===== config.mk =====
export PLATFORM = sky130hd
export DESIGN_NAME = edge_rs_dispatch
export DESIGN_NICKNAME = d
export VERILOG_FILES = /design/src/rtl/edge_rs_dispatch.sv
export SDC_FILE = /design/constraint.sdc
export NUM_CORES = 1
export LEC_CHECK = 0
export ABC_AREA = 1
export BUFFER_PORTS_ARGS = -buffer_cell sky130_fd_sc_hd__buf_2
export CAP_MARGIN = 20
export CORE_ASPECT_RATIO = 0.6
export CORE_MARGIN = 2
export CORE_UTILIZATION = 65
export CTS_BUF_LIST = sky130_fd_sc_hd__clkbuf_16
export DETAILED_ROUTE_END_ITERATION = 8
export GPL_TIMING_DRIVEN = 0
export PLACE_DENSITY = 0.88
export REMOVE_ABC_BUFFERS = 1
export SLEW_MARGIN = 0
export SYNTH_ARGS = -nofsm -noshare
export SYNTH_HDL_FRONTEND = slang
export SYNTH_SLANG_ARGS = --single-unit

===== constraint.sdc =====
create_clock -name clk -period 4.85 [get_ports clk]
set_input_delay 0.2425 -clock clk [delete_from_list [all_inputs] [get_ports clk]]
set_output_delay 0.2425 -clock clk [all_outputs]
set_load 0.01 [all_outputs]

===== src/rtl/edge_rs_dispatch.sv =====
// edge_rs_dispatch: receive end of the edge-buffer -> RS packet stream.
// Buffers accepted packets in a FIFO and raises rs_busy back-pressure near full.
// Dispatches buffered packets round-robin to idle PEs and tracks sos/eos framing.
// Ports:
//   clk, reset      clock (rising edge), asynchronous active-low reset
//   in_valid/in_pkt incoming packet {sos, eos, payload}
//   rs_busy         registered back-pressure to the edge-buffer arbiter
//   pe_idle         per-PE ready
//   pe_valid/pe_pkt registered one-hot dispatch strobe and shared packet bus
//   stream_done     one-cycle pulse once the eos packet is dispatched and the FIFO is empty
//   overflow_err    sticky, packet dropped because the FIFO was full
//   proto_err       sticky, non-sos packet dropped while idle
module edge_rs_dispatch #(
   parameter int unsigned NUM_PE   = 4,
   parameter int unsigned PKT_W    = 34,
   parameter int unsigned DEPTH    = 8,
   parameter int unsigned HEADROOM = 2
) (
   input  logic              clk,
   input  logic              reset,
   input  logic              in_valid,
   input  logic [PKT_W-1:0]  in_pkt,
   output logic              rs_busy,
   input  logic [NUM_PE-1:0] pe_idle,
   output logic [NUM_PE-1:0] pe_valid,
   output logic [PKT_W-1:0]  pe_pkt,
   output logic              stream_done,
   output logic              overflow_err,
   output logic              proto_err
);

   localparam int unsigned PTR_W = $clog2(DEPTH);
   localparam int unsigned CNT_W = PTR_W + 1;
   localparam int unsigned PE_W  = (NUM_PE > 1) ? $clog2(NUM_PE) : 1;
   localparam logic [CNT_W-1:0] FULL_CNT = CNT_W'(DEPTH);
   localparam logic [CNT_W-1:0] BUSY_CNT = CNT_W'(DEPTH - HEADROOM);

   typedef enum logic [1:0] {
      ST_IDLE   = 2'd0,
      ST_STREAM = 2'd1,
      ST_DRAIN  = 2'd2
   } state_t;

   logic [PKT_W-1:0]  r_mem [DEPTH];
   logic [PTR_W-1:0]  r_wr_ptr;
   logic [PTR_W-1:0]  r_rd_ptr;
   logic [CNT_W-1:0]  r_count;
   logic [PE_W-1:0]   r_rr;
   logic              r_eos_sent;
   state_t            r_state;
   logic              r_rs_busy;
   logic [NUM_PE-1:0] r_pe_valid;
   logic [PKT_W-1:0]  r_pe_pkt;
   logic              r_stream_done;
   logic              r_overflow_err;
   logic              r_proto_err;

   state_t            w_state_next;
   logic              w_done;
   logic              w_sos;
   logic              w_eos;
   logic              w_full;
   logic              w_empty;
   logic              w_drop_full;
   logic              w_drop_proto;
   logic              w_wr;
   logic              w_rd;
   logic              w_found;
   logic [NUM_PE-1:0] w_elig;
   logic [NUM_PE-1:0] w_grant_oh;
   logic [PE_W-1:0]   w_rr_next;
   logic [CNT_W-1:0]  w_count_next;
   logic [PKT_W-1:0]  w_head;

   assign w_sos   = in_pkt[PKT_W-1];
   assign w_eos   = in_pkt[PKT_W-2];
   assign w_full  = (r_count == FULL_CNT);
   assign w_empty = (r_count == '0);
   assign w_head  = r_mem[r_rd_ptr];

   // Full takes precedence over the framing check when both would drop.
   assign w_drop_full  = in_valid && w_full;
   assign w_drop_proto = in_valid && !w_full && (r_state == ST_IDLE) && !w_sos;
   assign w_wr         = in_valid && !w_drop_full && !w_drop_proto;

   // A PE strobed last cycle is still busy with that packet.
   assign w_elig = pe_idle & ~r_pe_valid;

   // Round-robin: first eligible PE at or after the rr pointer, wrapping.
   always_comb begin
      int unsigned v_idx;
      v_idx      = 0;
      w_found    = 1'b0;
      w_grant_oh = '0;
      w_rr_next  = r_rr;
      for (int unsigned k = 0; k < NUM_PE; k++) begin
         v_idx = (32'(r_rr) + k) % NUM_PE;
         if (!w_found && w_elig[PE_W'(v_idx)]) begin
            w_found                  = 1'b1;
            w_grant_oh[PE_W'(v_idx)] = 1'b1;
            w_rr_next                = PE_W'((v_idx + 1) % NUM_PE);
         end
      end
   end

   assign w_rd = w_found && !w_empty;

   // Occupancy after this cycle's write and read.
   always_comb begin
      w_count_next = r_count;
      case ({w_wr, w_rd})
         2'b10:   w_count_next = r_count + CNT_W'(1);
         2'b01:   w_count_next = r_count - CNT_W'(1);
         default: w_count_next = r_count;
      endcase
   end

   // Framing FSM next state; DRAIN ends once eos has left and nothing remains or arrives.
   always_comb begin
      w_state_next = r_state;
      w_done       = 1'b0;
      case (r_state)
         ST_IDLE: begin
            if (w_wr) w_state_next = w_eos ? ST_DRAIN : ST_STREAM;
         end
         ST_STREAM: begin
            if (w_wr && w_eos) w_state_next = ST_DRAIN;
         end
         ST_DRAIN: begin
            if (r_eos_sent && w_empty && !w_wr) begin
               w_state_next = ST_IDLE;
               w_done       = 1'b1;
            end
         end
         default: w_state_next = ST_IDLE;
      endcase
   end

   // FSM state register and completion pulse.
   always_ff @(posedge clk or negedge reset) begin
      if (!reset) begin
         r_state       <= ST_IDLE;
         r_stream_done <= 1'b0;
         r_eos_sent    <= 1'b0;
      end else begin
         r_state       <= w_state_next;
         r_stream_done <= w_done;
         if (w_done)                        r_eos_sent <= 1'b0;
         else if (w_rd && w_head[PKT_W-2])  r_eos_sent <= 1'b1;
      end
   end

   // FIFO storage; contents need no reset since pointers define validity.
   always_ff @(posedge clk) begin
      if (w_wr) r_mem[r_wr_ptr] <= in_pkt;
   end

   // FIFO pointers, dispatch registers and sticky error flags.
   always_ff @(posedge clk or negedge reset) begin
      if (!reset) begin
         r_wr_ptr       <= '0;
         r_rd_ptr       <= '0;
         r_count        <= '0;
         r_rr           <= '0;
         r_rs_busy      <= 1'b0;
         r_pe_valid     <= '0;
         r_pe_pkt       <= '0;
         r_overflow_err <= 1'b0;
         r_proto_err    <= 1'b0;
      end else begin
         if (w_wr) r_wr_ptr <= r_wr_ptr + PTR_W'(1);
         if (w_rd) begin
            r_rd_ptr <= r_rd_ptr + PTR_W'(1);
            r_rr     <= w_rr_next;
            r_pe_pkt <= w_head;
         end
         r_pe_valid <= w_rd ? w_grant_oh : '0;
         r_count    <= w_count_next;
         r_rs_busy  <= (w_count_next >= BUSY_CNT);
         if (w_drop_full)  r_overflow_err <= 1'b1;
         if (w_drop_proto) r_proto_err    <= 1'b1;
      end
   end

   assign rs_busy      = r_rs_busy;
   assign pe_valid     = r_pe_valid;
   assign pe_pkt       = r_pe_pkt;
   assign stream_done  = r_stream_done;
   assign overflow_err = r_overflow_err;
   assign proto_err    = r_proto_err;

endmodule


# Word-level counts from Yosys, hierarchy flattened
# Memories as Yosys holds them, arrays and structs flattened.
# Cells that the tools add are included.
# classes
muxes	41
addsub	10
order_cmp	9
n_eq_ne	8
n_bitwise	5
n_reduce_logical	33
# op_table
cell	n
$mux 4	5
$logic_and 1x1->1	18
$mux 1	18
$mux 2	8
$lt 2x3->1 const B	4
$or 4x4->4	3
$logic_not 1->1	9
$add 2x1->2 const B	4
$bmux 1 s2	4
$demux 1 s2	4
$ge 2x1->1 const B	4
$pmux 4 s2	1
$add 3x1->3 const B	2
$ne 2x2->1 const B	3
$pmux 2 s3	1
$add 2x2->2 const B	2
$add 4x1->4 const B	1
$and 4x4->4	1
$eq 2x1->1 const B	2
$eq 2x2->1 const B	2
$eq 4x4->1 const B	1
$ge 4x3->1 const B	1
$logic_not 4->1	1
$not 4->4	1
6 further kinds	6
# totals
elab_cells	119
memories	1
input_bits	41
mem_bits_rw	272
regBits	57
out_inout_bits	42
# memory_table
name	words	word_bits	rd	rd_ports_with_merged_regs	write_ports	line	rtl
r_mem	8	34	1	0	1	44	logic [PKT_W-1:0] r_mem [DEPTH];

# Logic depth before layout (Yosys ltp)
# logic_depth
depth_word	18
depth_mapped	19

# Least setup slack after synthesis
# OpenSTA, ideal clock, no wires.
# synth_path
kind	register to register
startpoint	reg r_count[0]
endpoint	mem r_mem[0][0], enable pin
slack_ns	1.702
stages_incl_launch_ff	7
arrival_ns	2.723
period_less_slack_ns	3.148
path_cell_list	dfrtp_1 > nor2_1 > a31oi_1 > nand3b_1 > nand2_1 > or2_2 > nor2_1
# synth_via
elab_chain_len	9
# synth_lines
element	line	rtl
start, declared	47	logic [CNT_W-1:0] r_count;
start signal, assigned	178	r_count <= w_count_next;
$eq 4x4->1 (*)	77	assign w_full = (r_count == FULL_CNT);
$logic_not 1->1	83	assign w_drop_proto = in_valid && !w_full && (r_state == ST_IDLE) && !w_sos;
$logic_and 1x1->1 (3 in a row)	83	
$logic_not 1->1	84	assign w_wr = in_valid && !w_drop_full && !w_drop_proto;
$logic_and 1x1->1 (*)	84	
$mux 1 (*)	155	if (w_wr) r_mem[r_wr_ptr] <= in_pkt;
$mux 1 (not written as such) (*)	155	
end, declared	44	
# Mark *: on every way between the ends. The rest lies on a longest branch, timed or not.

# Final worst setup path
# layout_path
startpoint	reg r_rr[0]
endpoint	reg r_rs_busy (netlist: rs_busy)
# layout_via
elab_chain_len	16
# layout_lines
element	line	rtl
start, declared	48	logic [PE_W-1:0] r_rr;
start signal, assigned	174	r_rr <= w_rr_next;
parallel branches: the longest is 11 deep, another holds $add 2x1->2	-	
$mux 1 (*)	98	if (!w_found && w_elig[PE_W'(v_idx)]) begin
$logic_and 1x1->1 (*)	106	assign w_rd = w_found && !w_empty;
$eq 2x1->1 / $eq 2x2->1 (equally long branches)	111	case ({w_wr, w_rd})
$pmux 4 s2 (*)	111	
via w_count_next[2]	72	logic [CNT_W-1:0] w_count_next;
$ge 4x3->1 (*)	179	r_rs_busy <= (w_count_next >= BUSY_CNT);
end signal, assigned	179	
end, declared	51	logic r_rs_busy;
# Mark *: on every way through the listed nets, which the timed path passes. The select of a mux whose other input is x is not followed.
# A chain may end at the register's enable or synchronous reset.

==> impl_metrics.tcl <==
set metrics [dict create \
    synthDistinctLibCells 38 \
    ir_worst_vdd_v 0.0003868 \
    cts_tree "yes" \
    core_um2 19920 \
    htree_levels 1 \
    slew_viol_final 0 \
    final.period_utilization_pct 77.25 \
    grt_pass1_vias 7970 \
    syn_inst 932 \
    finalCriticalPeriod_ns 3.747 \
    place_congestion 0.8731 \
    final_nets 1095 \
    crit_fanout 18 \
    dp_cells 1249 \
    fin_skew_ns 0.009822 \
    vias_per_cell 6.073 \
    via_count 8119 \
    seq_area_frac_synth_pct 73.08 \
    finalPower_mw 9.741 \
    cts_buffers 29 \
    worstReg2RegStart "r_rr[0]" \
    crit_required_ns 5.28 \
    final_common_cell "edfxtp_1" \
    fmax_ghz 0.2669 \
    syn_to_final_growth_pct 15.54 \
    clk_path_buf_depth 3 \
    drc 0 \
    hold_end "r_mem[7][22]" \
    fp.dieW_um 187.5 \
    cts_setup_buffers 0 \
    drtIter0Drc 866 \
    nFillCells 1185 \
    slew-limit-headroom_pct 36.82 \
    antenna_found_initial 1 \
    startpoint_type "flop" \
    p_leak_nw 5.720 \
    hold_class "in2reg" \
    rows 40 \
    reg2reg_to "rs_busy" \
    ant_nets 0 \
    cts-root-buf "clkbuf_16" \
    reg2reg_setup_slack_ns 1.10 \
    finalSetupViolCount 0 \
    syn_area_um2 13130 \
    routed_wirelength_um 28280 \
    power.density_nw_per_um2 642.1 \
    io_pins 83 \
    tightest_slew_ns 0.9463 \
    synth-edff-count 272 \
    hpwlAfterDp_um 15610 \
    final_cell_mix "272 x edfxtp_1, 126 x nand2_1, 81 x buf_2, 76 x nor2_1, 73 x o21ai_0" \
    cp.arrival_ns 4.17 \
    regArea_um2 9603 \
    portBuffers 82 \
    drtPass1Iterations 5 \
    yosys_register_bits 329 \
    hold_depth 1 \
    path_clk_slew_ns 0.06 \
    violations "negative hold slack" \
    wl_per_cell_um 21.15 \
    clock_latency_ns 0.54 \
    hold_start "in_pkt[22]" \
    clkSinkCount 329 \
    hold_viol 2 \
    cap_violations 0 \
    whs_ns -0.0005497 \
    status "complete, but fails checks" \
    grt_max_degree 97 \
    timing.reg2reg.worst_path_depth 17 \
    grt_pass1_wl_um 44080 \
    syn-mean-instance-area_um2 14.09 \
    synthFlopType "edfxtp_1" \
    die_area_um2 21390 \
    layout-drive-gt1-share_pct 15.33 \
    yosysWarnings 0 \
    start_util_pct 65.91 \
    cp-end-kind "flop" \
    gr-total-overflow 0 \
    crit_type "reg2reg" \
    rsz0062_at_grt "false" \
    final_util_pct 76.16 \
    final_cells 1337 \
    die_y_um 114.1 \
    async_reset_ff_share_pct 17.33 \
    multi_input_area_um2 3213 \
    grt_use_total_pct 27.00 \
]
==> report_power, final <==
| group | switching (mW) | internal (mW) | leakage [nW] |
|---|---|---|---|
| Combinational | 2.27 | 1.27 | 2.14 |
| Clock | 0.955 | 1.13 | 0.444 |
| Sequential | 0.443 | 3.67 | 3.13 |
| Total | 3.67 | 6.07 | 5.72 |
==> layout make-up <==
cell class                      count  share of cell area (%)
Multi-Input combinational cell    521                   21.18
Tap cell                          273                   2.252
Sequential cell                   329                   63.30
Clock buffer                       29                   4.784
Clock inverter                     24                  0.8166
Timing Repair Buffer              129                   6.879
Antenna cell                        1                 0.01650
Inverter                           31                  0.7671
==> synthesized netlist by cell type, types with 2 or more instances <==
| cell | count | area (um2) |
|---|---|---|
| clkbuf_1 | 31 | 116.4 |
| o221ai_1 | 66 | 578.1 |
| nand3_1 | 43 | 215.2 |
| xor2_1 | 5 | 43.79 |
| nor2_1 | 84 | 315.3 |
| nand2_2 | 2 | 12.51 |
| o22ai_1 | 2 | 12.51 |
| inv_1 | 26 | 97.59 |
| inv_2 | 4 | 15.01 |
| edfxtp_1 | 272 | 8168 |
| o21ai_0 | 73 | 365.4 |
| buf_4 | 4 | 30.03 |
| buf_6 | 5 | 56.30 |
| buf_1 | 2 | 7.510 |
| nand3_2 | 12 | 120.1 |
| ha_1 | 13 | 162.7 |
| mux2i_1 | 66 | 660.6 |
| xnor2_1 | 2 | 17.52 |
| a21oi_1 | 11 | 55.05 |
| o21ai_1 | 3 | 15.01 |
| dfrtp_1 | 57 | 1426 |
| nand2_1 | 126 | 473.0 |
| buf_2 | 8 | 40.04 |
==> cells by family after synthesis <==
kind of cell	after synthesis	synth area share, %
compound gates	163	8.348
simple gates	272	8.930
mux	66	5.032
flops	329	73.08
fa+ha+maj	13	1.239
xor+xnor	7	0.4670
buf+inv	82	2.907
==> sequential cells by signal (all words and copies together), names as in the netlist <==
name,cells
r_mem,272
pe_pkt,34
pe_valid,4
r_count,4
r_rd_ptr,3
r_wr_ptr,3
r_rr,2
r_state,2
overflow_err,1
proto_err,1
r_eos_sent,1
rs_busy,1
stream_done,1
==> through the flow <==
step	worst slack [ns]	cell area [um2]	TNS, ns
finish	1.103	15170	0
global route	0.8072	15170	0
CTS	1.177	15170	0
detailed placement	1.191	13980	0
global placement	-2.881	13620	-97.54
floorplan	-0.4036	12860	-11.32
==> critical path: stages, from the launching register on <==
cell     delay (ns)
dfrtp_1        0.60
inv_2          0.19
ha_1           0.44
inv_1          0.11
nand3_1        0.09
nand2_1        0.08
nand2_2        0.08
nor2_4         0.05
a21oi_4        0.60
ha_1           0.33
nor2_1         0.05
nor2_1         0.20
ha_1           0.18
a21oi_1        0.05
a21oi_1        0.16
o21ai_0        0.13
o21a_1         0.14
a21o_1         0.15
==> worst max path at each step <==
stage                startpoint        end  cells past startpoint
global route            r_rr[0]    rs_busy                     17
CTS                     r_rr[0]    rs_busy                     17
finish                  r_rr[0]    rs_busy                     17
detailed placement      r_rr[0]    rs_busy                     17
floorplan           r_rd_ptr[0]  pe_pkt[1]                      5
global placement    r_rd_ptr[0]  pe_pkt[1]                      5
==> timing repair <==
action / CTS / global route
hold endpoints to repair: 312 / 0
hold buffers: 34 / 0
resized for setup: 0 / 0
==> per-layer routing <==
metal  vias to the layer above  GRT usage, %  wire, um
met5                         -             0         0
met3                        49         3.739      2398
met1                      3990         38.98     11630
li1                       3686             -         -
met4                         0         6.929       536
met2                       394         44.71     13720
Note: power is estimated with default switching activity, not from simulation.
